==> config.mk <==
export PLATFORM = sky130hd
export DESIGN_NAME = vram_write_arbiter
export DESIGN_NICKNAME = d
export VERILOG_FILES = /design/src/rtl/falling_sand_pkg.sv /design/src/rtl/vram_wr_fifo.sv /design/src/rtl/vram_write_arbiter.sv
export SDC_FILE = /design/constraint.sdc
export NUM_CORES = 1
export LEC_CHECK = 0
export CAP_MARGIN = 20
export CELL_PAD_IN_SITES_DETAIL_PLACEMENT = 1
export CELL_PAD_IN_SITES_GLOBAL_PLACEMENT = 1
export CORE_ASPECT_RATIO = 1.4
export CORE_MARGIN = 3
export CORE_UTILIZATION = 45
export DETAILED_ROUTE_END_ITERATION = 6
export PLACE_DENSITY = 0.82
export SETUP_SLACK_MARGIN = 0.02
export SYNTH_ARGS = -nofsm -noshare
export SYNTH_HDL_FRONTEND = slang
export SYNTH_SLANG_ARGS = --single-unit
export TNS_END_PERCENT = 1
==> constraint.sdc <==
create_clock -name clk_i -period 3.1 [get_ports clk_i]
set_clock_uncertainty 0.05 [all_clocks]
set_input_delay 0.93 -clock clk_i [delete_from_list [all_inputs] [get_ports clk_i]]
set_output_delay 0.93 -clock clk_i [all_outputs]
set_load 0.02 [all_outputs]
==> src/rtl/falling_sand_pkg.sv <==
// Shared types and constants for the falling-sand VRAM write path.
package falling_sand_pkg;

  localparam int VRAM_ADDR_W = 18;  // $clog2(640*400)
  localparam int VRAM_DATA_W = 2;

  // Cell encodings stored in VRAM
  localparam logic [VRAM_DATA_W-1:0] EMPTY = 2'b00;
  localparam logic [VRAM_DATA_W-1:0] SAND  = 2'b01;
  localparam logic [VRAM_DATA_W-1:0] WALL  = 2'b10;

  typedef enum logic [1:0] {
    GRANT_NONE,
    GRANT_GST,
    GRANT_MPD
  } grant_t;

  typedef struct packed {
    logic [VRAM_ADDR_W-1:0] addr;
    logic [VRAM_DATA_W-1:0] data;
  } vram_wr_t;

endpackage

==> src/rtl/vram_wr_fifo.sv <==
// Small synchronous FIFO of VRAM writes. Push is ignored when full, pop is
// ignored when empty. Head is read from registered state only, so an entry
// pushed this cycle can be popped next cycle at the earliest.
module vram_wr_fifo
  import falling_sand_pkg::*;
#(
  parameter int DEPTH = 4,
  localparam int PW   = $clog2(DEPTH)
) (
  input  logic          clk,
  input  logic          reset,
  input  logic          push,
  input  vram_wr_t      push_data,
  input  logic          pop,
  output vram_wr_t      head,
  output logic          full,
  output logic          empty,
  output logic [PW:0]   count
);

  vram_wr_t        mem [DEPTH];
  logic [PW-1:0]   wr_ptr, rd_ptr;
  logic            do_push, do_pop;

  assign full    = (count == (PW+1)'(DEPTH));
  assign empty   = (count == '0);
  assign do_push = push && !full;
  assign do_pop  = pop && !empty;
  assign head    = mem[rd_ptr];

  // Storage: no reset needed, validity is tracked by count
  always_ff @(posedge clk) begin
    if (do_push) mem[wr_ptr] <= push_data;
  end

  // Pointers wrap naturally; count tracks occupancy (push+pop leaves it unchanged)
  always_ff @(posedge clk) begin
    if (reset) begin
      wr_ptr <= '0;
      rd_ptr <= '0;
      count  <= '0;
    end else begin
      if (do_push) wr_ptr <= wr_ptr + PW'(1);
      if (do_pop)  rd_ptr <= rd_ptr + PW'(1);
      count <= count + {{PW{1'b0}}, do_push} - {{PW{1'b0}}, do_pop};
    end
  end

endmodule

==> src/rtl/vram_write_arbiter.sv <==
// Arbitrates the single VRAM write port between the game-state controller
// (valid/ready) and the mouse pixel drawer (fire-and-forget, FIFO-buffered).
// GST gets priority, but only for a bounded burst while MPD writes are waiting.
module vram_write_arbiter
  import falling_sand_pkg::*;
#(
  parameter int ADDR_WIDTH    = VRAM_ADDR_W,
  parameter int DATA_WIDTH    = VRAM_DATA_W,
  parameter int FIFO_DEPTH    = 4,
  parameter int MAX_GST_BURST = 8
) (
  input  logic                  clk_i,
  input  logic                  reset_i,
  input  logic                  gst_wr_en_i,
  input  logic [ADDR_WIDTH-1:0] gst_wr_address_i,
  input  logic [DATA_WIDTH-1:0] gst_wr_data_i,
  output logic                  gst_ready_o,
  input  logic                  mpd_wr_en_i,
  input  logic [ADDR_WIDTH-1:0] mpd_wr_address_i,
  input  logic [DATA_WIDTH-1:0] mpd_wr_data_i,
  output logic                  mpd_ready_o,
  output logic                  mpd_overflow_o,
  output logic                  vram_wr_en_o,
  output logic [ADDR_WIDTH-1:0] vram_wr_address_o,
  output logic [DATA_WIDTH-1:0] vram_wr_data_o
);

  localparam int BW = $clog2(MAX_GST_BURST + 1);
  localparam int CW = $clog2(FIFO_DEPTH) + 1;

  grant_t          winner, last_grant;
  logic [BW-1:0]   burst_cnt, burst_nxt;
  vram_wr_t        gst_wr, mpd_wr, mpd_head;
  logic            fifo_full, fifo_empty;
  logic [CW-1:0]   fifo_count;
  logic            mpd_push;

  assign gst_wr = '{addr: gst_wr_address_i, data: gst_wr_data_i};
  assign mpd_wr = '{addr: mpd_wr_address_i, data: mpd_wr_data_i};

  // Ready comes from registered occupancy: a same-cycle pop does not free a slot
  assign mpd_ready_o = (fifo_count < CW'(FIFO_DEPTH));
  assign mpd_push    = mpd_wr_en_i && mpd_ready_o;
  assign gst_ready_o = (winner == GRANT_GST);

  vram_wr_fifo #(.DEPTH(FIFO_DEPTH)) u_fifo (
    .clk       (clk_i),
    .reset     (reset_i),
    .push      (mpd_push),
    .push_data (mpd_wr),
    .pop       (winner == GRANT_MPD),
    .head      (mpd_head),
    .full      (fifo_full),
    .empty     (fifo_empty),
    .count     (fifo_count)
  );

  // Grant decision: GST first, unless MPD is full or GST has used its burst
  always_comb begin
    winner    = GRANT_NONE;
    burst_nxt = burst_cnt;
    if (fifo_empty) begin
      burst_nxt = '0;
      if (gst_wr_en_i) winner = GRANT_GST;
    end else if (gst_wr_en_i && !fifo_full && (burst_cnt < BW'(MAX_GST_BURST))) begin
      // Increment is gated by the limit, so the counter never wraps
      winner    = GRANT_GST;
      burst_nxt = burst_cnt + BW'(1);
    end else begin
      winner    = GRANT_MPD;
      burst_nxt = '0;
    end
  end

  // Arbitration state and sticky overflow flag
  always_ff @(posedge clk_i) begin
    if (reset_i) begin
      burst_cnt      <= '0;
      last_grant     <= GRANT_NONE;
      mpd_overflow_o <= 1'b0;
    end else begin
      burst_cnt  <= burst_nxt;
      last_grant <= winner;
      if (mpd_wr_en_i && !mpd_ready_o) mpd_overflow_o <= 1'b1;
    end
  end

  // Output write word: load the winner's address/data, hold when idle
  always_ff @(posedge clk_i) begin
    if (reset_i) begin
      vram_wr_address_o <= '0;
      vram_wr_data_o    <= '0;
    end else begin
      case (winner)
        GRANT_GST: begin
          vram_wr_address_o <= gst_wr.addr;
          vram_wr_data_o    <= gst_wr.data;
        end
        GRANT_MPD: begin
          vram_wr_address_o <= mpd_head.addr;
          vram_wr_data_o    <= mpd_head.data;
        end
        default: ;
      endcase
    end
  end

  // Write enable is a decode of the registered grant
  assign vram_wr_en_o = (last_grant != GRANT_NONE);

endmodule

Yosys cells after proc, flatten, opt, wreduce, memory -nomap -nowiden
Memories as Yosys holds them, arrays and structs flattened. A register that Yosys moved wholly into a read port is not among the register bits.
Cells that the tools add are included.
{"block": "op_classes", "add_sub_neg": 5, "magnitude_cmp": 2, "eq_ne": 3, "n_mux": 9, "n_bitwise": 1, "reduce_logical": 13}
{"operator": "case mux 18 bit (2 select lines)", "count": 1}
{"operator": "two-way mux 2 bit", "count": 4}
{"operator": "logical AND 1 bit", "count": 6}
{"operator": "adder 2 x 1 -> 2 bit (second input constant)", "count": 2}
{"operator": "adder 4 x 1 -> 4 bit (second input constant)", "count": 1}
{"operator": "less-than comparator 4 bit (second input constant)", "count": 1}
{"operator": "case mux 2 bit (2 select lines)", "count": 1}
{"operator": "nonzero test 2 bit", "count": 2}
{"operator": "adder 3 x 1 -> 3 bit", "count": 1}
{"operator": "== test 3 bit (second input constant)", "count": 1}
{"operator": "zero test 1 bit", "count": 3}
{"operator": "zero test 3 bit", "count": 1}
{"operator": "less-than comparator 3 bit (second input constant)", "count": 1}
{"operator": "two-way mux 1 bit", "count": 3}
{"operator": "OR reduction 3 bit", "count": 1}
{"operator": "subtractor 3 x 1 -> 3 bit", "count": 1}
{"operator": "== test 2 x 1 -> 1 bit (second input constant)", "count": 1}
{"operator": "== test 2 bit (second input constant)", "count": 1}
{"operator": "inverter 1 bit", "count": 1}
{"block": "word_totals", "reg_bits": 34, "mem_bits_rw": 80, "inputBits": 44, "output_inout_bits": 24, "elab_cells": 42, "n_memories": 1}
{"name": "u_fifo.mem", "words": 4, "width": 20, "read_ports": 1, "rd_ports_with_merged_regs": 1, "write_ports": 1, "line": "vram_wr_fifo.sv:21", "rtl": "vram_wr_t mem [DEPTH];"}

Logic depth before layout (Yosys ltp)
Gate-level depths: netlist of the first run.
{"block": "depth", "ltp_word": 10, "mapped_depth": 10, "mapped_depth_nobuf": 10}

Modules after synthesis
From an unflattened synthesis of the first run, not the netlist that was laid out.
{"block": "hier_totals", "hier_cells": 273, "area_unflattened_um2": 4490.6}
{"mod": "vram_wr_fifo", "n_inst": 1, "cells_each": 155, "area_per_inst_um2": 3360.7, "seq_area_each_um2": 2582.5}
{"mod": "vram_write_arbiter", "n_inst": 1, "cells_each": 118, "area_per_inst_um2": 1129.8, "seq_area_each_um2": 540.5}

Worst setup path before layout of the first run
OpenSTA, ideal clock, no wires.
{"block": "synth_path", "path_type": "input port to flip-flop", "startpoint": "input port gst_wr_en_i", "endpoint": "register u_fifo.count[2]", "setup_ps": 117, "arrival_time_ps": 2400, "required_time_ps": 2933, "setup_slack_ps": 533, "path_stages": 10, "n_path_buf": 0, "cell_sequence": "nand2b_1 > o21ai_4 > inv_1 > ha_1 > inv_1 > ha_1 > fa_1 > xnor2_1 > xnor2_1 > nor2_1"}
{"block": "synth_between", "elab_chain_cells": 7, "word_cells_on_any_way": 8, "cone_classes": "add/sub: 1; eq/ne: 1; mux: 3; reduce/logical: 3"}
{"element": "start, declared", "line": "vram_write_arbiter.sv:14", "rtl": "input logic gst_wr_en_i,"}
{"element": "logical AND 1 bit (2 in a row)", "line": "vram_write_arbiter.sv:65", "rtl": "end else if (gst_wr_en_i && !fifo_full && (burst_cnt < BW'(MAX_GST_BURST))) begin"}
{"element": "two-way mux 2 bit", "line": "vram_write_arbiter.sv:65"}
{"element": "two-way mux 2 bit *", "line": "vram_write_arbiter.sv:62", "rtl": "if (fifo_empty) begin"}
{"element": "== test 2 bit *", "line": "vram_write_arbiter.sv:51", "rtl": ".pop (winner == GRANT_MPD),"}
{"element": "logical AND 1 bit *", "line": "vram_wr_fifo.sv:28", "rtl": "assign do_pop = pop && !empty;"}
{"element": "net u_fifo.do_pop", "line": "vram_wr_fifo.sv:23", "rtl": "logic do_push, do_pop;"}
{"element": "subtractor 3 x 1 -> 3 bit *", "line": "vram_wr_fifo.sv:45", "rtl": "count <= count + {{PW{1'b0}}, do_push} - {{PW{1'b0}}, do_pop};"}
{"element": "end signal, assigned", "line": "vram_wr_fifo.sv:45"}
{"element": "end, declared", "line": "vram_wr_fifo.sv:18", "rtl": "output logic [PW:0] count"}
The timed path passes the listed nets; every way through them passes the cells marked *.
A chain may end at the register's enable or synchronous reset.

Final worst setup path of the first run
{"block": "layout_path", "startpoint": "input port gst_wr_en_i", "endpoint": "output port gst_ready_o"}
{"block": "layout_between", "elab_chain_cells": 5, "word_cells_on_any_way": 6, "cone_classes": "eq/ne: 1; mux: 3; reduce/logical: 2"}
{"element": "logical AND 1 bit (2 in a row)", "line": "vram_write_arbiter.sv:65"}
{"element": "two-way mux 2 bit", "line": "vram_write_arbiter.sv:65"}
{"element": "two-way mux 2 bit *", "line": "vram_write_arbiter.sv:62"}
{"element": "== test 2 x 1 -> 1 bit *", "line": "vram_write_arbiter.sv:44", "rtl": "assign gst_ready_o = (winner == GRANT_GST);"}
{"element": "end, declared", "line": "vram_write_arbiter.sv:17", "rtl": "output logic gst_ready_o,"}
Every way passes the cells marked *; elsewhere a longest branch is shown, timed or not.

==> summary by stage, run 1 <==
Worst hold path
For hold timing, the worst endpoint is burst_cnt[0]$_SDFF_PP0_. The launch instance of the worst min-delay path is burst_cnt[0]$_SDFF_PP0_. The min-delay analysis places its worst path in the category reg -> reg. The worst hold path stage count is 1.

Setup path
The capture point of the worst reg-to-reg path is u_fifo.count[2]$_SDFF_PP0_. The delay contributed by the slowest stage of the critical path is 0.50 ns. The cell with the largest stage delay on the worst path is clkdlybuf4s50_1. The dominant delay contributor by cell family on the critical path is buffers and inverters.

STA classifies the critical path startpoint as an input pin. Counting both buffers and inverters, the worst setup path holds a total of 2. The worst setup path is of the in -> out kind. For flop-to-flop paths, the worst setup slack is 0.77 ns. The largest driver fanout on the critical path is 3. For the worst setup path, the data required time is 2.12 ns. The kind of end point of the critical path is an output port. Walking the worst path, the cells encountered are clkdlybuf4s50_1, and2_1, dlygate4sd2_1. The startpoint of the worst-slack reg-to-reg timing path is u_fifo.count[1]$_SDFF_PP0_. The source of the critical timing path is gst_wr_en_i. The arrival time reported for the critical path endpoint is 1.90 ns. Measured in cells, the most critical reg-to-reg path has a length of 10.

Cells and area
Compared with the post-synthesis result, the final layout area differs by 31.2%. The final instance area is 0.00576 mm^2. The library cell used most frequently in the layout, excluding fill and tap cells, is edfxtp_1. The final core utilization is 60.9%. 0 antenna diodes ended up in the layout. In the final layout, the multi-input gates occupy 0.00116 mm^2. Fill cells in the final layout number 871. The number of cells in the finished layout apart from fillers is 453. The fraction of final layout cells sized beyond drive strength 1 is 18.4%.

The top cell types in the final layout, fill and taps aside, are edfxtp_1, clkdlybuf4s50_1, dfxtp_1. At the end of the flow, the number of nets in the layout was 383. The combined flip-flop and latch cell area is 0.00312 mm^2.

STA
The highest clock frequency the design can meet is 348 MHz. At the pin with the least slew margin, the transition time is 0.495 ns. The number of failing hold endpoints at the final stage came to 0. The worst-case hold slack is just under 0.4 ns.

Setup repair after global routing left no endpoint under its margin. The least setup slack across all paths after layout is 0.223 ns. The count of endpoints failing setup in the final report is 0.

The worst max-slew margin expressed relative to the limit is 66.9%. The number of pins with negative max-slew slack in the final report came to 0. The routed design could run at a clock period as short as 2.88 ns. The part of the cycle the worst path needs is 92.8%. The setup TNS is 0 ns.

Clocking
TritonCTS built the clock tree. The largest buffer count on any clock path is 2. At the later pin of the worst-skew pair, clock insertion delay measures 0.40 ns. The number of buffers created by CTS is 17. The clock slew at the register clock pins of the worst setup and hold paths is about 0.050 ns.

The H-tree was split into 4 levels. The quantity of hold-fixing buffers added after cts is 0. Clock tree synthesis selected as its root buffer the cell clkbuf_16. Counting every sink on the clock net gives 116.

Detailed routing
The detailed-route wire length is about 9800 um. The remaining design rule violation count is 0. Dividing the detail-routed wire length by the instance count gives 21.5 um. The violation count after the first detailed-routing iteration is 222. The detail route stage leaves a number of antenna-violating nets equal to 0.

Before antenna repair, the detailed router went through 4 iterations. Using the TritonRoute via totals, the vias-per-cell ratio works out to roughly 5.4. The final route contains 2468 vias.

Global route
The final global-route overflow total is 0. The overall global routing resource usage is between 10% and 20%. The first-pass GRT wire length is 15200 um.

The largest net degree at the start of global routing is 22. The number of antenna violations at the first check in global routing is 0. The via count of the first global-routing pass is 2733.

Die
The initial utilization of the core area, before any placement, comes to between 40% and 50%. The total die area is approximately 0.011 mm^2. The overall die width is 89.5 um. The region available for standard cell placement spans approximately 0.0095 mm^2. Pin placement for this block handled 68 I/O pins.

The initialized floorplan defines 42 standard-cell rows. The die is between 100 and 150 um tall.

Yosys
For this run, the number of Yosys warnings is 0. Synthesis produced a netlist whose cell count is 245. The post-synthesis average cell area is 17.9 um^2. The distinct cell type count of the synthesized netlist is 28.

The sequential area share after synthesis is between 70 and 80%. The number of synthesized register bits is 116. The total nets after synthesis is 297. The cell area that synthesis handed to floorplanning was 0.00439 mm^2.

Placement
The number of buffers added on ports is 67. The setup slack at placement is -0.126 ns. Summing all placed instances gives a cell area of 0.00524 mm^2. The wire-length estimate of the detail-placed layout is just over 6000 um.

At the end of routability-driven placement, the weighted congestion stood at approximately 0.70. The number of placed instances, taps included, is 422.

Flow run
The max-capacitance violation count is 0.

Power and ir drop
The total power density per cell area is 896 mW/mm^2. The completed layout was analyzed and its total power is 5.16 mW. In this run the static leakage power is 2.03 nW.

VDD sags by at most approximately 0.48 mV.

Status
The flow ran to the end, and the final reports show no timing, DRC or antenna violations.
==> flip-flops by register name (all words and copies together) (netlist names), named ones only <==
register / count
u_fifo.mem: 80
vram_wr_address_o: 18
burst_cnt: 4
u_fifo.count: 3
last_grant: 2
u_fifo.rd_ptr: 2
u_fifo.wr_ptr: 2
vram_wr_data_o: 2
mpd_overflow_o: 1
==> timing repair <==
action | CTS | global route
setup buffers | 0 | 0
gates resized for setup | 1 | 0
setup endpoints to repair | 1 | 0
==> synth_stat cells (all sizes together) <==
library cell | instances | area [um^2]
a21oi | 2 | 10.0
mux2i | 1 | 10.0
buf | 7 | 60.1
or3 | 1 | 11.3
or4b | 1 | 10.0
dfxtp | 36 | 721
ha | 7 | 87.6
nor2 | 14 | 62.6
xnor2 | 4 | 35.0
nor4b | 1 | 8.76
inv | 9 | 33.8
nand3 | 1 | 5.00
o211ai | 1 | 7.51
nand2b | 1 | 6.26
o21ai | 1 | 16.3
nor2b | 3 | 18.8
xor2 | 2 | 17.5
and3b | 1 | 12.5
fa | 1 | 20.0
and2 | 25 | 156
mux4 | 20 | 450
a221o | 20 | 200
or2 | 1 | 6.26
clkbuf | 5 | 18.8
edfxtp | 80 | 2400
==> worst max path at each step <==
stage                                 endpoint  slack (ns)  depth (start not counted)
floorplan           u_fifo.count[2]$_SDFF_PP0_        0.53                         10
global placement                   gst_ready_o       -0.02                          3
detailed placement  u_fifo.count[2]$_SDFF_PP0_       -0.13                         11
CTS                                gst_ready_o        0.22                          3
global route        u_fifo.count[2]$_SDFF_PP0_        0.19                         11
finish                             gst_ready_o        0.22                          3
==> layout make-up <==
type                    instances  share of cell area, %
well taps                     110                   2.39
inverters                       9                  0.587
flip-flops and latches        116                   54.2
repair buffers                 79                   13.6
clock inverters                 8                   1.06
multi-input cells             108                   20.1
clock buffers                  23                   7.95
==> power breakdown <==
part           switching (mW)  internal, mW  total, mW
logic                   0.663         0.707       1.37
clock network           0.617          1.10       1.72
registers               0.138          1.93       2.07
==> metal layers <==
layer	vias up	part of all wire (%)	global-route usage [%]
met1	1265	39	22.6
met2	67	54	32.7
met3	15	4.1	7.39
met4	0	2.5	9.22
met5	-	0	0
li1	1121	-	-
==> kinds of logic (layout without fill, tap and decap cells) <==
logic type / after synthesis / count (layout) / synth area share (%)
and+or+nand+nor: 49 / 49 / 6.79
buffers and inverters: 21 / 119 / 2.57
DFF: 116 / 116 / 71.2
xor gates and xnor gates: 6 / 6 / 1.20
muxes: 21 / 21 / 10.5
adders and majority gates: 8 / 8 / 2.45
AOI/OAI and AO/OA: 24 / 24 / 5.33
Power figures use the tool's default switching activity.
==> run 2: changes to the inputs <==
--- a/config.mk
+++ b/config.mk
@@ -13,6 +13,7 @@
 export CORE_UTILIZATION = 45
 export DETAILED_ROUTE_END_ITERATION = 6
 export PLACE_DENSITY = 0.82
+export RECOVER_POWER = 25
 export SETUP_SLACK_MARGIN = 0.02
 export SYNTH_ARGS = -nofsm -noshare
 export SYNTH_HDL_FRONTEND = slang
==> summary by stage, run 2 (same netlist as run 1, synthesis figures left out) <==
Cells and area
In the layout the commonest cells are edfxtp_1, clkdlybuf4s50_1, dfxtp_1. The register with the highest flop count is u_fifo.mem. The net count of the finished layout is approximately 380. Relative to the synthesized area, the layout overhead comes to 31.4%. The combined flip-flop and latch cell area is 0.00312 mm^2. The area of the multi-input gates is 0.00116 mm^2.

The number of filler cells placed in the layout is 876. Leaving out fill and tap cells, the most frequent cell in the layout is edfxtp_1. In the final layout, the registers with the most flip-flops are u_fifo.mem: 80 flops, vram_wr_address_o: 18 flops, burst_cnt: 4 flops.

Once layout is complete, the utilization of the core stands at 60.9%. Of the cells placed in the final design, the portion with a size suffix greater than 1 is 18.4%. The register with the most flip-flops in the layout has 80 of them.

Global route
The via count of the first global-routing pass was ~2700. The number of antenna violations at the first check in global routing is 3. Global routing finished with a remaining overflow of 0.

Global routing used 19.9% of the available tracks. The largest net degree at the start of global routing is 22. The first-pass GRT wire length is 15200 um.

Power and ir drop
The analysis attributes to cell leakage a power of 2.04 nW. The total power draw is just over 5 mW. The total power density per cell area is approximately 900 mW/mm^2. The worst ir drop on vdd is approximately 0.48 mV.

Die
The overall die width is 89.5 um. Once the floorplan was initialized, standard cells occupied 46.4% of the core. The floorplan has 42 rows.

The core region is about 0.0095 mm^2. The top-level I/O count is a little under 70. The vertical die dimension is approximately 120 um. The die covers 0.0110 mm^2.

STA
The worst-margin pin slew is 0.494 ns. Setup violations remaining at the end of the flow were counted as 0. The number of failing hold endpoints at the final stage is 0.

The part of the cycle the worst path needs is 92.8%. The number of pins with negative max-slew slack in the final report is 0. Derived from the worst setup path, the maximum achievable clock frequency is 348 MHz. Setup repair after global routing left no endpoint under its margin.

Measured against its own limit, the worst slew margin works out to 66.9%. The least setup slack across all paths after layout is 0.223 ns. The final period demand of the worst path is 2.88 ns.

Detailed routing
The routed wirelength normalized by instance count is 22.2 um. In this run the remaining antenna-violating nets after routing total 0. The first routing iteration left between 200 and 300 violations. Summed over all layers, the routed wires come to 10100 um.

The first detailed-routing pass took 4 iterations. The remaining design rule violation count is 0. Summing over every cut layer, the via total after detailed routing is 2505. Using the TritonRoute via totals, the vias-per-cell ratio works out to 5.49.

Setup path
The critical path is of the in -> out type. The launching element type of the critical path is an input pin. The arrival time reported for the critical path endpoint is roughly 1.9 ns. The critical path required time is 2.12 ns.

Of all nets on the critical path, the largest fanout is 3. The worst setup path is captured at an output port.

Placement
The routability congestion estimate from global placement is just over 0.7. Buffers placed on the I/O ports in this run total 67. At the placement stage, the worst setup path has a slack of -0.126 ns. Once detailed placement completed, the half-perimeter wirelength came to 6140 um.

Clocking
The number of buffers created by CTS is 17. Clock latency on the worst-skew pair, taken at its later pin, is 0.41 ns. The count of clock tree sinks is 116. The number of post-CTS setup repair buffers is 0. Clock-pin slew was measured on the worst setup and hold paths at about 0.05 ns. The cell chosen for the clock root is clkbuf_16. The H-tree depth is 4. The largest buffer count on any clock path is 2. TritonCTS built the clock tree.

Flow run
Across the run, the number of max-cap violations was 0.

Worst hold path
The worst min-delay path category is reg -> reg.

Status
The flow ran to the end, and the final reports show no timing, DRC or antenna violations.
==> run 2: cell count changes in the layout (fill, tap and decap cells not counted) <==
cell | previous run | this run
clkdlybuf4s50_1 | 66 | 51
diode_2 | 0 | 3
dlygate4sd3_1 | 0 | 15
==> run 2: area by class of cell <==
type / count / area share, %
flip-flops and latches: 116 / 54.2
clock buffers: 23 / 7.94
well taps: 110 / 2.39
diodes: 3 / 0.130
repair buffers: 79 / 13.6
clock inverters: 8 / 1.06
multi-input cells: 108 / 20.1
inverters: 9 / 0.586
==> run 2: worst max-delay path, cell delays in order <==
cell             delay, ns
clkdlybuf4s50_1       0.50
and2_1                0.14
dlygate4sd2_1         0.33
==> run 2: timing repair <==
| item | CTS | global route |
|---|---|---|
| gates resized for setup | 1 | 0 |
| hold buffers | 0 | 0 |
| endpoints found under the setup margin | 1 | 0 |
==> run 2: worst paths after layout <==
path	to	from	slack (ns)	depth (start not counted)
max	gst_ready_o	gst_wr_en_i	0.22	3
min	burst_cnt[0]$_SDFF_PP0_	burst_cnt[0]$_SDFF_PP0_	0.39	1
max reg2reg	u_fifo.count[2]$_SDFF_PP0_	u_fifo.count[1]$_SDFF_PP0_	0.77	10
min reg2reg	burst_cnt[0]$_SDFF_PP0_	burst_cnt[0]$_SDFF_PP0_	0.39	1
==> run 2: power by group <==
group	internal [mW]	total (mW)	switching, mW
clock network	1.10	1.73	0.634
logic	0.703	1.38	0.672
registers	1.93	2.07	0.139
==> run 2: per-stage QoR <==
stage	hold WS [ns]	cell area [um^2]	instances	TNS, ns
floorplan	0.368	4390	245	0
global placement	0.379	5240	422	-0.0222
detailed placement	0.386	5240	422	-0.173
CTS	0.397	5760	453	0
global route	0.414	5760	456	0
finish	0.393	5760	456	0
==> run 2: layer usage <==
layer  global-route usage, %  vias up  routed length [um]
li1                        -     1127                   -
met1                    22.6     1283                3730
met2                    32.7       77                5630
met3                    7.39       18                 545
met4                    9.22        0                 215
met5                       0        -                   0
==> run 3: changes to the inputs <==
--- a/config.mk
+++ b/config.mk
@@ -5,14 +5,16 @@
 export SDC_FILE = /design/constraint.sdc
 export NUM_CORES = 1
 export LEC_CHECK = 0
+export ABC_CLOCK_PERIOD_IN_PS = 3100
 export CAP_MARGIN = 20
 export CELL_PAD_IN_SITES_DETAIL_PLACEMENT = 1
 export CELL_PAD_IN_SITES_GLOBAL_PLACEMENT = 1
 export CORE_ASPECT_RATIO = 1.4
 export CORE_MARGIN = 3
-export CORE_UTILIZATION = 45
+export CORE_UTILIZATION = 53
 export DETAILED_ROUTE_END_ITERATION = 6
-export PLACE_DENSITY = 0.82
+export DONT_BUFFER_PORTS = 1
+export PLACE_DENSITY = 0.81
 export RECOVER_POWER = 25
 export SETUP_SLACK_MARGIN = 0.02
 export SYNTH_ARGS = -nofsm -noshare
==> summary by stage, run 3 (same netlist as run 1, synthesis figures left out) <==
STA
The highest clock frequency the design can meet is 393 MHz. The worst max-slew margin expressed relative to the limit is 27.5%. Setup violations remaining at the end of the flow were counted as 0. The number of failing hold endpoints at the final stage came to 0. Of the available clock period, the critical path in the final layout requires 82.0%. The number of pins with negative max-slew slack in the final report is 0. Setup repair after global routing left no endpoint under its margin.

At the pin with the least slew margin, the transition time is between 1 and 1.5 ns. The worst-case hold slack is 0.395 ns. The setup TNS is 0 ns. The final period demand of the worst path is 2.54 ns.

The least setup slack across all paths after layout is around 0.56 ns.

Detailed routing
The pre-antenna-repair detailed-routing pass consisted of 5 iterations. The violation count after the first detailed-routing iteration is roughly 150. The routed wirelength normalized by instance count is 24.6 um. The remaining design rule violation count is 0. The detailed-route wire length is 9210 um. The vias per cell is 5.97. Once detail routing completed, the nets flagged for antenna violations numbered 0. The count of vias placed by the detailed router is ~2200.

Placement
Before CTS, the worst setup slack after placement is approximately 0.40 ns. The number of buffers added on ports is 0. After legalization and detailed placement, the total HPWL measured 5110 um.

The congestion estimate from routability-driven global placement came to 0.698.

Worst hold path
The path class of the tightest hold or removal check is reg -> reg.

Clocking
The count of clock tree sinks is 116. The quantity of hold-fixing buffers added after cts is 0. The H-tree depth is 4. After clock tree synthesis, the clock-pin slew on the worst setup and hold paths is about 0.05 ns. Buffers added to address setup during post-CTS repair amount to 0. The TritonCTS clock tree is done.

The number of gates resized after cts is 0. The number of buffers created by CTS is 17. Counting along the longest clock path gives a buffer depth of 2. The cell sitting at the root of the clock tree is a clkbuf_8.

The worst-skew pair later-pin latency is 0.51 ns.

Setup path
The dominant delay contributor by cell family on the critical path is simple AND/OR/NAND/NOR gates. The delay contributed by the slowest stage of the critical path is ~0.37 ns. On the critical path, the stage with the largest delay is an instance of dfxtp_1.

For the worst setup path, the data arrival time is 1.56 ns. The largest driver fanout on the critical path is 5. The kind of end point of the critical path is an output port.

The count of buffering cells on the critical path with inverters included is 0. The worst setup path is launched from a register. The critical path goes through nor2_4, mux2i_1, and2_1. For the worst setup path, the data required time is about 2.1 ns.

The worst setup path is of the reg -> out kind.

Cells and area
Leaving out fill and tap cells, the most frequent cell in the layout is edfxtp_1. The register with the most flip-flops in the layout has 80 of them. The final layout contains 313 nets. In the final layout, the registers with the most flip-flops are u_fifo.mem: 80 flops, vram_wr_address_o: 18 flops, burst_cnt: 4 flops. 0 antenna diodes ended up in the layout. Cells fill 64.8% of the core in the end. Ranked by flip-flop count, first place goes to u_fifo.mem. The sequential cells in the finished layout cover a total of 0.00312 mm^2. The number of filler cells placed in the layout is 695. The area growth from synthesis to layout is 16.5%. Leaving out fill and tap cells, the most frequent cells in the layout are edfxtp_1, dfxtp_1, and2_1. The multi-input combinational cells in the finished layout cover a total of ~0.0012 mm^2. The fraction of final layout cells sized beyond drive strength 1 is 24.5%.

Power and ir drop
The worst ir drop on vdd is 0.600 mV. Power comes to 5.05 mW. For this design the ratio of total power to cell area is 989 mW/mm^2. The reported leakage power is 1.80 nW.

Die
During I/O placement, the number of pins put on the boundary was 68. The total die area is 0.00942 mm^2. The effective utilization at floorplan is 55.6%. The overall die width is around 83 um.

The total core area is 0.00789 mm^2. The vertical die dimension is 114 um. The site row count is 38.

Global route
The via count of the first global-routing pass is 2533. Entering global routing, the biggest net connects 22 pins. For this run, the total global-route usage over all layers was measured as between 20% and 30%. The number of antenna violations at the first check in global routing came to 0.

The first global-routing pass estimated 14400 um of wire. The final global-route overflow total is 0.

Flow run
The tool flagged a number of max-cap violations equal to 0.

Status
The flow ran to the end, and the final reports show no timing, DRC or antenna violations.
==> run 3: changes by cell type in the layout (fill, tap and decap cells not counted), sizes merged <==
cell | before | now
clkinvlp | 0 | 1
diode | 3 | 0
dlygate4sd2 | 1 | 0
dlygate4sd3 | 15 | 0
clkbuf | 23 | 21
buf | 12 | 9
clkdlybuf4s50 | 51 | 0
bufinv | 1 | 3
==> run 3: stage by stage <==
stage          instance area, um^2  instances
2_1_floorplan                 4390        245
3_3_place_gp                  4520        342
3_5_place_dp                  4520        342
4_1_cts                       5110        374
5_1_grt                       5110        374
6_report                      5110        374
==> run 3: power by group <==
part / switching (mW) / total [mW] / internal [mW]
clock network: 0.653 / 1.93 / 1.27
logic: 0.465 / 0.919 / 0.454
registers: 0.277 / 2.21 / 1.93
total: 1.39 / 5.05 / 3.66
==> run 3: worst paths after layout <==
path | startpoint | to | slack [ns] | cells after the start
worst max-delay path | u_fifo.count[1]$_SDFF_PP0_ | gst_ready_o | 0.56 | 3
worst max register to register | u_fifo.count[1]$_SDFF_PP0_ | u_fifo.count[2]$_SDFF_PP0_ | 0.75 | 10
worst min-delay path | burst_cnt[0]$_SDFF_PP0_ | burst_cnt[0]$_SDFF_PP0_ | 0.40 | 1
worst min register to register | burst_cnt[0]$_SDFF_PP0_ | burst_cnt[0]$_SDFF_PP0_ | 0.40 | 1
==> run 3: cell type report <==
cell class              instances  area share [%]
repair buffers                  9            1.57
clock inverters                11            2.57
clock buffers                  21            8.98
multi-input cells             108            22.7
flip-flops and latches        116            61.1
well taps                     100            2.45
inverters                       9           0.661
==> run 3: per-layer routing <==
| layer | vias up | share of wire [%] | track usage, % |
|---|---|---|---|
| met5 | - | 0 | 0 |
| met4 | 0 | 1.9 | 10.7 |
| met3 | 15 | 6.7 | 7.88 |
| met2 | 85 | 55 | 36.6 |
| met1 | 1154 | 37 | 23.2 |
| li1 | 977 | - | - |
